==> config.mk <==
export PLATFORM = sky130hd
export DESIGN_NAME = load_scoreboard
export DESIGN_NICKNAME = d
export VERILOG_FILES = /design/src/rtl/load_scoreboard.sv
export SDC_FILE = /design/constraint.sdc
export NUM_CORES = 1
export LEC_CHECK = 0
export CORE_MARGIN = 3
export CORE_UTILIZATION = 30
export DETAILED_ROUTE_END_ITERATION = 12
export GPL_TIMING_DRIVEN = 0
export PLACE_DENSITY = 0.53
export SYNTH_ARGS = -nofsm -noshare
export SYNTH_HDL_FRONTEND = slang
export SYNTH_SLANG_ARGS = --single-unit
==> constraint.sdc <==
create_clock -name clk -period 2.7 [get_ports clk]
set_clock_uncertainty 0.2 [all_clocks]
set_input_delay 0.27 -clock clk [delete_from_list [all_inputs] [get_ports clk]]
set_output_delay 0.27 -clock clk [all_outputs]
set_load 0.02 [all_outputs]
==> src/rtl/load_scoreboard.sv <==
// rtl/load_scoreboard.sv - per-register pending-write scoreboard for long-latency loads
//
// Purpose: tracks in-flight long-latency register writes (loads) per destination
// register and stalls decode when a source operand is still pending, or when an
// issuing writer cannot be accepted.
//
// Ports:
//   clk            - single clock, all state updates on rising edge
//   rst_n          - asynchronous active-low reset
//   issue_valid    - a long-latency writer issues this cycle
//   issue_rd_addr  - destination register of the issuing writer
//   wb_valid       - a tracked writer completes writeback this cycle
//   wb_rd_addr     - destination register of the completing writer
//   flush_all      - clear all tracking state
//   id_rs1_addr    - decode source register 1
//   id_rs2_addr    - decode source register 2
//   id_uses_rs1    - decode actually reads rs1
//   id_uses_rs2    - decode actually reads rs2
//   stall_pipeline - decode must hold
//   issue_ready    - an issue this cycle would be accepted
//   outstanding    - total count of tracked in-flight writes
//   err_underflow  - sticky: writeback seen for a register with nothing pending

module load_scoreboard #(
    parameter int MAX_OUTSTANDING = 4,
    parameter int CNT_WIDTH       = 2
) (
    input  logic       clk,
    input  logic       rst_n,
    input  logic       issue_valid,
    input  logic [4:0] issue_rd_addr,
    input  logic       wb_valid,
    input  logic [4:0] wb_rd_addr,
    input  logic       flush_all,
    input  logic [4:0] id_rs1_addr,
    input  logic [4:0] id_rs2_addr,
    input  logic       id_uses_rs1,
    input  logic       id_uses_rs2,
    output logic       stall_pipeline,
    output logic       issue_ready,
    output logic [3:0] outstanding,
    output logic       err_underflow
);

    localparam logic [3:0]           MAX_OUT = 4'(MAX_OUTSTANDING);
    localparam logic [CNT_WIDTH-1:0] CNT_SAT = {CNT_WIDTH{1'b1}};

    // Entry 0 exists only to keep indexing simple; it is never incremented,
    // so x0 always reads as "nothing pending".
    logic [CNT_WIDTH-1:0] cnt [32];

    logic        issue_cnt_sat;
    logic        issue_accept;
    logic        wb_dec;
    logic        wb_underflow;
    logic [31:0] inc_vec;
    logic [31:0] dec_vec;
    logic [3:0]  outstanding_nxt;

    always_comb begin
        issue_cnt_sat = (cnt[issue_rd_addr] == CNT_SAT);
        issue_ready   = (outstanding != MAX_OUT) && !issue_cnt_sat;

        // An accepted issue to x0 is swallowed: it is neither counted
        // per register nor in the outstanding total.
        issue_accept  = issue_valid && issue_ready && (issue_rd_addr != 5'd0);
        wb_dec        = wb_valid && (wb_rd_addr != 5'd0) && (cnt[wb_rd_addr] != '0);
        wb_underflow  = wb_valid && (wb_rd_addr != 5'd0) && (cnt[wb_rd_addr] == '0);

        inc_vec = 32'd0;
        dec_vec = 32'd0;
        if (issue_accept) begin
            inc_vec[issue_rd_addr] = 1'b1;
        end
        if (wb_dec) begin
            dec_vec[wb_rd_addr] = 1'b1;
        end

        // Same-rd issue+writeback cancels naturally: +1 and -1 on one entry
        // and on the total.
        outstanding_nxt = outstanding + {3'd0, issue_accept} - {3'd0, wb_dec};

        // Stall uses registered counters only; a writeback this cycle does not
        // release the stall until the following cycle.
        stall_pipeline = (id_uses_rs1 && (cnt[id_rs1_addr] != '0)) ||
                         (id_uses_rs2 && (cnt[id_rs2_addr] != '0)) ||
                         (issue_valid && !issue_ready);
    end

    always_ff @(posedge clk or negedge rst_n) begin
        if (!rst_n) begin
            for (int i = 0; i < 32; i++) begin
                cnt[i] <= '0;
            end
            outstanding <= 4'd0;
        end else if (flush_all) begin
            for (int i = 0; i < 32; i++) begin
                cnt[i] <= '0;
            end
            outstanding <= 4'd0;
        end else begin
            for (int i = 0; i < 32; i++) begin
                cnt[i] <= cnt[i] + CNT_WIDTH'(inc_vec[i]) - CNT_WIDTH'(dec_vec[i]);
            end
            outstanding <= outstanding_nxt;
        end
    end

    // Sticky error survives flush; only reset clears it.
    always_ff @(posedge clk or negedge rst_n) begin
        if (!rst_n) begin
            err_underflow <= 1'b0;
        end else if (wb_underflow) begin
            err_underflow <= 1'b1;
        end
    end

endmodule

**Word level (Yosys, flattened, before mapping)**

Index checks and enable logic that the tools add are counted.

- Register bits: 69
- Input port bits: 27
- Output and inout bits: 7
- Logic and storage cells: 155

- $add $sub $neg: 66
- $lt $le $gt $ge: 8
- Equal/unequal tests: 2
- Multiplexer cells: 20
- Bitwise logic cells: 4
- Reductions and logical operators: 21

Operators by type and width:

| operator | number |
|---|---|
| adder 2 x 1 -> 2 bit | 32 |
| two-way mux 32 bit | 2 |
| two-way mux 64 bit | 1 |
| subtractor 2 x 1 -> 2 bit | 32 |
| binary-select mux 2 bit (select 5 bit) | 4 |
| >= comparator 6 bit (second input constant) | 4 |
| NOT 5 -> 6 bit | 4 |
| two-way mux 2 bit | 8 |
| less-than comparator 5 x 6 -> 1 bit (second input constant) | 2 |
| logical AND 1 bit | 11 |
| demux 1 bit (select 5 bit) | 2 |
| >= comparator 5 x 1 -> 1 bit (second input constant) | 2 |
| nonzero test 5 bit | 2 |
| nonzero test 2 bit | 3 |
| adder 4 x 1 -> 4 bit | 1 |
| two-way mux 4 bit | 1 |
| != test 4 x 3 -> 1 bit (second input constant) | 1 |
| subtractor 4 x 1 -> 4 bit | 1 |
| equality test 2 bit (second input constant) | 1 |
| zero test 1 bit | 2 |
| zero test 2 bit | 1 |
| logical OR 1 bit | 2 |
| two-way mux 1 bit | 2 |

**Depth between registers and ports, before layout**

Gate-level depths: netlist of the first run.

- Word-level depth: 13
- Mapped depth: 16
- Mapped depth without buffers: 14

**Worst setup path after synthesis of the first run**

No wires, ideal clock.

- Path type: in2reg
- From: input issue_rd_addr[1]
- To: register outstanding[2]
- Library setup time: 0.132 ns
- Arrival: 2.692 ns
- Data required time: 2.368 ns
- Setup slack: -0.324 ns
- Cell stages on the path: 15
- Path buffers: 3
- Cells stage by stage: buf_6 -> buf_6 -> mux2i_1 -> o22ai_1 -> nor4_2 -> o21ai_2 -> a21boi_4 -> buf_6 -> nand2_1 -> ha_1 -> inv_1 -> ha_1 -> fa_1 -> xnor2_1 -> nor2_1

- Cells in the longest elaborated chain, start to end: 12
- Elaborated cells on any way between the ends: 13
- Those cells by class: 2 x add/sub; 1 x eq/ne; 4 x mux; 1 x bitwise; 5 x reduce/logical

Ends and longest elaborated chain:

| element | RTL line | text |
|---|---|---|
| from (decl) | 31 | `input logic [4:0] issue_rd_addr,` |
| NOT 5 -> 6 bit (not written as such) | 61 | `issue_cnt_sat = (cnt[issue_rd_addr] == CNT_SAT);` |
| binary-select mux 2 bit (select 5 bit) | 61 |  |
| two-way mux 2 bit (not written as such) (2 in a row) | 61 |  |
| equality test 2 bit | 61 |  |
| zero test 1 bit | 62 | `issue_ready = (outstanding != MAX_OUT) && !issue_cnt_sat;` |
| logical AND 1 bit | 62 |  |
| logical AND 1 bit | 66 | `issue_accept = issue_valid && issue_ready && (issue_rd_addr != 5'd0);` |
| logical AND 1 bit * | 66 |  |
| adder 4 x 1 -> 4 bit * | 81 | `outstanding_nxt = outstanding + {3'd0, issue_accept} - {3'd0, wb_dec};` |
| subtractor 4 x 1 -> 4 bit * | 81 |  |
| two-way mux 4 bit * | 96 | `end else if (flush_all) begin` |
| to (signal assigned) | 105 | `outstanding <= outstanding_nxt;` |
| to (decl) | 41 | `output logic [3:0] outstanding,` |

Mark *: on every way between the ends. The rest lies on a longest branch, timed or not. The select of a mux whose other input is x is not followed.
A chain may end at the register's enable or synchronous reset.

**Final worst setup path of the first run**

- From: register cnt[35] (netlist bit)
- To: register cnt[21] (netlist bit)

- Cells in the longest elaborated chain, start to end: 12
- Elaborated cells on any way between the ends: 18
- Those cells by class: 2 x add/sub; 1 x eq/ne; 9 x mux; 6 x reduce/logical

Ends and longest elaborated chain:

| element | RTL line | text |
|---|---|---|
| from (decl) | 50 | `logic [CNT_WIDTH-1:0] cnt [32];` |
| from (signal, indexed assignment) | 103 | `cnt[i] <= cnt[i] + CNT_WIDTH'(inc_vec[i]) - CNT_WIDTH'(dec_vec[i]);` |
| binary-select mux 2 bit (select 5 bit) | 61 |  |
| two-way mux 2 bit (not written as such) (2 in a row) | 61 |  |
| equality test 2 bit | 61 |  |
| zero test 1 bit | 62 |  |
| logical AND 1 bit | 62 |  |
| logical AND 1 bit (2 in a row) | 66 |  |
| two-way mux 32 bit | 72 | `if (issue_accept) begin` |
| adder 2 x 1 -> 2 bit | 103 |  |
| subtractor 2 x 1 -> 2 bit * | 103 |  |
| two-way mux 64 bit * | 96 |  |

Marks and branches as above.

==> results.json, run 1 <==
{
  "status": "finished with violations",
  "violations": "setup timing",
  "io_pins": 34,
  "numPortBuffers": 26,
  "grtUsageMet2": 0.286,
  "chipHeight_um": 148,
  "numCtsBuffers": 9,
  "hpwl_um": 14700,
  "clk_pin_slew_ns": 0.06,
  "worstSetupPathType": "reg2reg",
  "drt_iter0_drc": 373,
  "synthDistinctLibCells": 53,
  "place_ws_ns": -1.17,
  "cp_max_fo": 5,
  "slew_headroom": 0.244,
  "vias_per_cell": 5.21,
  "power_density_mw_per_mm2": 356,
  "worstPathArrival_ns": 3.17,
  "hold_class": "in2async",
  "finalHoldViolCount": 0,
  "die_area_sq_mm": 0.0219,
  "grt_overflow_total": 0,
  "critPathCaptureType": "register",
  "cp_slowest_cell": "dfrtp_1",
  "rsz0062_at_grt": "true",
  "synth_area_per_cell_sq_um": 10.0,
  "grt_pass1_wl_um": 30500,
  "start_util": 0.308,
  "synth_edf_count": 0,
  "synth_commonest_cells": "72 x nor2_1, 69 x dfrtp_1, 69 x ha_1",
  "ys_seq_area_frac": 0.286,
  "yosysMostFrequentCell": "nor2_1",
  "max_stage_delay_ns": 0.42,
  "critPathRequiredTime_ns": 2.70,
  "syn_nets": 700,
  "period_share": 1.17,
  "numClockSinks": 69,
  "setup_violations": 67,
  "num-nets-final": 773,
  "syn_to_final_growth_pct": 31.7,
  "cp_cell_sequence": "mux2i_2 -> o22ai_2 -> nor4_2 -> o21ai_2 -> a21boi_4 -> buf_6 -> buf_6 -> nand3_2 -> ha_4 -> inv_1 -> ha_2 -> xor2_2 -> xnor2_1 -> nor2_1",
  "h-tree-depth": 3,
  "drcViolationCount": 0,
  "clock_latency_ns": 0.35,
  "p_leak_uw": 0.00359,
  "ys_seq_elements": 69,
  "finalCriticalPeriod_ns": 3.17,
  "synth_top_area_frac": 0.286,
  "synth_ff_type": "dfrtp_1",
  "wl_per_cell_um": 21.1,
  "die_w_um": 148,
  "crit_path_start_kind": "register",
  "grt_max_degree": 40,
  "worst_slew_pin_slew_ns": 1.13,
  "fmax_mhz": 316,
  "slew_viol_final": 0,
  "synth_cells": 603,
  "maxCapViolations": 0,
  "cts_tree": "yes",
  "synth_area_leaders": "dfrtp_1 29%, ha_1 14%, mux4_2 8.2%, mux2i_1 5.5%, xnor2_1 4.8%",
  "diodes": 0,
  "grt_pass1_vias": 5070,
  "fp-row-count": 51,
  "cts-root-buf": "clkbuf_16",
  "max-vdd-ir-drop_uv": 193,
  "cts_buffer_depth": 2,
  "core_area_sq_mm": 0.0196,
  "vias": 4927,
  "grt_use_met3": 0.0349,
  "grt_use_met1": 0.257,
  "fillers": 1930,
  "syn_area_sq_mm": 0.00604,
  "wl_um": 19900,
  "synthArstFlopShare": 1.00,
  "finalSetupTns_ns": -21.14,
  "ys_warn_count": 0,
  "track_usage": 0.185,
  "drive_gt1_frac": 0.359,
  "cpMostUsedCell": "buf_6",
  "yosys.area.top_type": "dfrtp_1",
  "firstDrtPassIters": 6,
  "place.gp.congestion": 0.933,
  "antenna_found_initial": 0,
  "ant_nets": 0,
  "grt-busiest-layer": "met2",
  "fin_ws_ns": -0.468
}
[critical path, delay by kind of cell (launching register included)]
family | cells | cell delay, ns
XOR/XNOR | 2 | 0.37
flip-flops | 1 | 0.42
adder cells (fa/ha/maj) | 2 | 0.48
AO/OA/AOI/OAI | 3 | 0.49
buffers and inverters | 3 | 0.31
multiplexers | 1 | 0.28
AND/OR/NAND/NOR | 3 | 0.47
[cell type report]
class,count,area (sq um),area share
Inverter,40,150,0.0189
Buffer,34,308,0.0387
Tap cell,265,332,0.0417
Multi-Input combinational cell,459,4610,0.579
Clock buffer,13,250,0.0315
Sequential cell,69,1730,0.218
Timing Repair Buffer,63,563,0.0708
Clock inverter,2,10.0,0.00126
[stage by stage]
step           total power (uW)   util  cells  hold WS (ns)  instance area, sq um
3_5_place_dp               1640  0.343    895        0.0409                  6730
6_report                   2830  0.406    945         0.207                  7950
3_3_place_gp               1630  0.343    894         0.270                  6710
5_1_grt                    2950  0.406    945         0.242                  7950
2_1_floorplan              1430      -    603        -0.226                  6120
4_1_cts                    2800  0.383    940         0.179                  7500
[repair_timing]
item / CTS / global route
pin swaps: 25 / 67
buffers inserted: 27 / 5
gates cloned: 3 / 0
hold buffers: 1 / 0
hold endpoints to repair: 30 / 0
gates resized for setup: 85 / 82
setup endpoints to repair: 68 / 68
[where the power goes]
| group | switching (uW) | internal [uW] |
|---|---|---|
| registers | 25.9 | 1060 |
| clock network | 456 | 640 |
| logic | 371 | 279 |
[cell usage in the layout (no fill, tap or decap), drive strengths merged, types with 3 or more instances in the layout]
master	n
or3b	5
nor4	4
inv	40
mux2i	33
nor3b	5
buf	60
nand2	10
o22ai	20
nor2b	37
nand3b	6
dlygate4sd2	5
o21ai	4
ha	69
nor2	72
nand2b	3
xor2	33
mux4	23
clkdlybuf4s50	16
clkbuf	26
xnor2	33
a21oi	3
dfrtp	69
nand3	36
nor3	37
[cells by family after synthesis]
group | count (synthesis) | synth area share
and+or+nand+nor | 226 | 0.220
DFF | 69 | 0.286
other | 2 | 0.00124
muxes | 56 | 0.141
adders and majority gates | 70 | 0.146
buffers and inverters | 75 | 0.0609
AOI/OAI and AO/OA | 39 | 0.0489
xor gates and xnor gates | 66 | 0.0958
[worst paths after layout]
kind	startpoint	end	slack (ns)	cells past startpoint
setup / recovery	cnt[35]	cnt[21]	-0.47	14
hold / removal	rst_n	cnt[44]	0.21	2
setup reg to reg	cnt[35]	cnt[21]	-0.47	14
hold reg to reg	err_underflow	err_underflow	0.29	1
max in group asynchronous	rst_n	cnt[13]	1.52	3
min in group clk	flush_all	cnt[13]	0.22	2
[flip-flops by register name, summed over array words and instances (netlist names)]
| name | flops |
|---|---|
| outstanding | 4 |
| err_underflow | 1 |
| cnt | 64 |
[routing by layer]
| layer | share of wire | wire length (um) |
|---|---|---|
| met1 | 0.43 | 8610 |
| met2 | 0.46 | 9250 |
| met3 | 0.073 | 1450 |
| met4 | 0.030 | 588 |
| met5 | 0 | 0 |
(Power assumes the default switching activity.)
==> run 2, diff against run 1 <==
- DONT_BUFFER_PORTS: not set -> 1
- PLACE_DENSITY: 0.53 -> 0.51
==> run 2 against run 1 <==
Compared with the run above: non-clock buffer count shrank 23; critical endpoint is now cnt[35]; first-iteration DRC count shrank 14%; global-route usage shrank 0.53 points; the flow still finishes with violations (setup timing); wire length shrank 0.38%.
==> results.json, run 2 (synthesis results as in run 1) <==
{
  "status": "finished with violations",
  "violations": "setup timing",
  "critPathCaptureType": "register",
  "slew_viol_final": 0,
  "crit_family": "compound AO/OA/AOI/OAI gates",
  "grt_overflow_total": 0,
  "hold_end": "err_underflow",
  "place_area_sq_mm": 0.00645,
  "crit_path_start_kind": "register",
  "grt_use_met1": 0.236,
  "path_buf_inv": 2,
  "numClockSinks": 69,
  "grt_pass1_wl_um": 29300,
  "regMostFlops": "cnt",
  "grt_use_met3": 0.0374,
  "drcViolationCount": 0,
  "dp_cells": 868,
  "cts-root-buf": "clkbuf_16",
  "reg2reg_depth": 13,
  "finalSetupTns_ns": -19.73,
  "slew_headroom": 0.206,
  "largest_reg_flops": 64,
  "clk_pin_slew_ns": 0.06,
  "finalCriticalPeriod_ns": 3.13,
  "period_share": 1.16,
  "wl_per_cell_um": 21.5,
  "drt_iter0_drc": 322,
  "die_w_um": 148,
  "diodes": 0,
  "fin_area_sq_mm": 0.00804,
  "start_util": 0.308,
  "power_density_mw_per_mm2": 371,
  "chipHeight_um": 148,
  "cpMostUsedCell": "ha_1",
  "r2r_end": "cnt[35]",
  "finalHoldViolCount": 0,
  "wl_um": 19800,
  "grt_pass1_vias": 4914,
  "top_regs": "cnt (64), outstanding (4), err_underflow (1)",
  "max-vdd-ir-drop_uv": 231,
  "cp_slowest_cell": "mux4_2",
  "num-nets-final": 750,
  "post-route-util": 0.410,
  "final_cell_mix": "56 x nor2_1, 56 x dfrtp_1, 38 x ha_1",
  "h-tree-depth": 3,
  "r2r_start": "cnt[12]",
  "rsz0062_at_grt": "true",
  "ant_nets": 0,
  "cp_max_fo": 10,
  "track_usage": 0.180,
  "grt_max_degree": 70,
  "hold_ws_ns": 0.120,
  "fmax_mhz": 320,
  "hp-start": "wb_rd_addr[4]",
  "hpwl_um": 14300,
  "setup_violations": 66,
  "instances_no_fill": 923,
  "grt-busiest-layer": "met2",
  "r2r_setup_slack_ns": -0.43,
  "max_stage_delay_ns": 0.47,
  "antenna_found_initial": 0,
  "vias_per_cell": 5.26,
  "worstPathArrival_ns": 3.13,
  "fin_ws_ns": -0.426,
  "firstDrtPassIters": 5,
  "core_area_sq_mm": 0.0196,
  "hold_class": "in2reg",
  "cts_buffer_depth": 2,
  "min_path_cells": 4,
  "cts_tree": "yes",
  "grtUsageMet2": 0.295,
  "die_area_sq_mm": 0.0219,
  "clock_latency_ns": 0.35,
  "fp-row-count": 51,
  "place.gp.congestion": 0.916,
  "critPathRequiredTime_ns": 2.70,
  "numPortBuffers": 0,
  "io_pins": 34,
  "p_leak_uw": 0.00348,
  "worstSetupPathType": "reg2reg",
  "syn_to_final_growth_pct": 33.1,
  "cp-startpoint": "cnt[12]",
  "cp_cell_sequence": "nor2_2 -> mux4_2 -> o22ai_2 -> a21oi_2 -> a21o_4 -> buf_12 -> nor3_2 -> ha_1 -> inv_1 -> ha_1 -> xor2_2 -> xnor2_1 -> nor2_1",
  "vias": 4854,
  "worst_slew_pin_slew_ns": 1.19,
  "drive_gt1_frac": 0.410,
  "numCtsBuffers": 9,
  "maxCapViolations": 0
}
-- run 2: worst max path at each step --
stage	end	slack (ns)	cells after the start
after floorplan	outstanding[1]	-0.25	14
after global placement	outstanding[1]	-0.79	14
after detailed placement	outstanding[1]	-0.87	14
after CTS	cnt[37]	-0.37	14
after global routing	cnt[35]	-0.57	14
final	cnt[35]	-0.43	13
-- run 2: worst reg2reg max path: stages, from the launching register on --
cell and delay, ns:
dfrtp_1 0.44, nor2_2 0.10, mux4_2 0.47, o22ai_2 0.22, a21oi_2 0.08, a21o_4 0.29
buf_12 0.17, nor3_2 0.15, ha_1 0.26, inv_1 0.06, ha_1 0.17, xor2_2 0.16
xnor2_1 0.15, nor2_1 0.07
-- run 2: repair_timing --
item,4_1_cts,5_1_grt
cloned,2,2
endpoints found under the hold margin,70,0
hold buffers,3,0
endpoints found under the setup margin,67,67
gates resized for setup,53,129
pin swaps,22,65
buffers inserted,18,14
-- run 2: power breakdown --
part / total (uW) / internal [uW] / switching [uW]
Sequential: 1100 / 1060 / 44.9
Clock: 1320 / 832 / 484
Combinational: 564 / 229 / 335
Total: 2980 / 2120 / 863
-- run 2: per-layer routing --
layer	share of wire	routed length [um]
met3	0.060	1180
met1	0.43	8550
met2	0.49	9680
met5	0	0
met4	0.021	413
-- run 2: layout make-up --
| type | count | area [sq um] |
|---|---|---|
| Multi-Input combinational cell | 459 | 4830 |
| Clock inverter | 6 | 86.3 |
| Sequential cell | 69 | 1740 |
| Tap cell | 265 | 332 |
| Clock buffer | 10 | 239 |
| Fill cell | 1884 | 11600 |
| Buffer | 35 | 282 |
| Timing Repair Buffer | 39 | 372 |
| Inverter | 40 | 153 |
-- run 2: metrics by stage --
step | setup WS (ns) | total power (uW)
CTS | -0.374 | 2940
global route | -0.569 | 3110
detailed placement | -0.868 | 1540
global placement | -0.790 | 1530
floorplan | -0.248 | 1430
finish | -0.426 | 2980
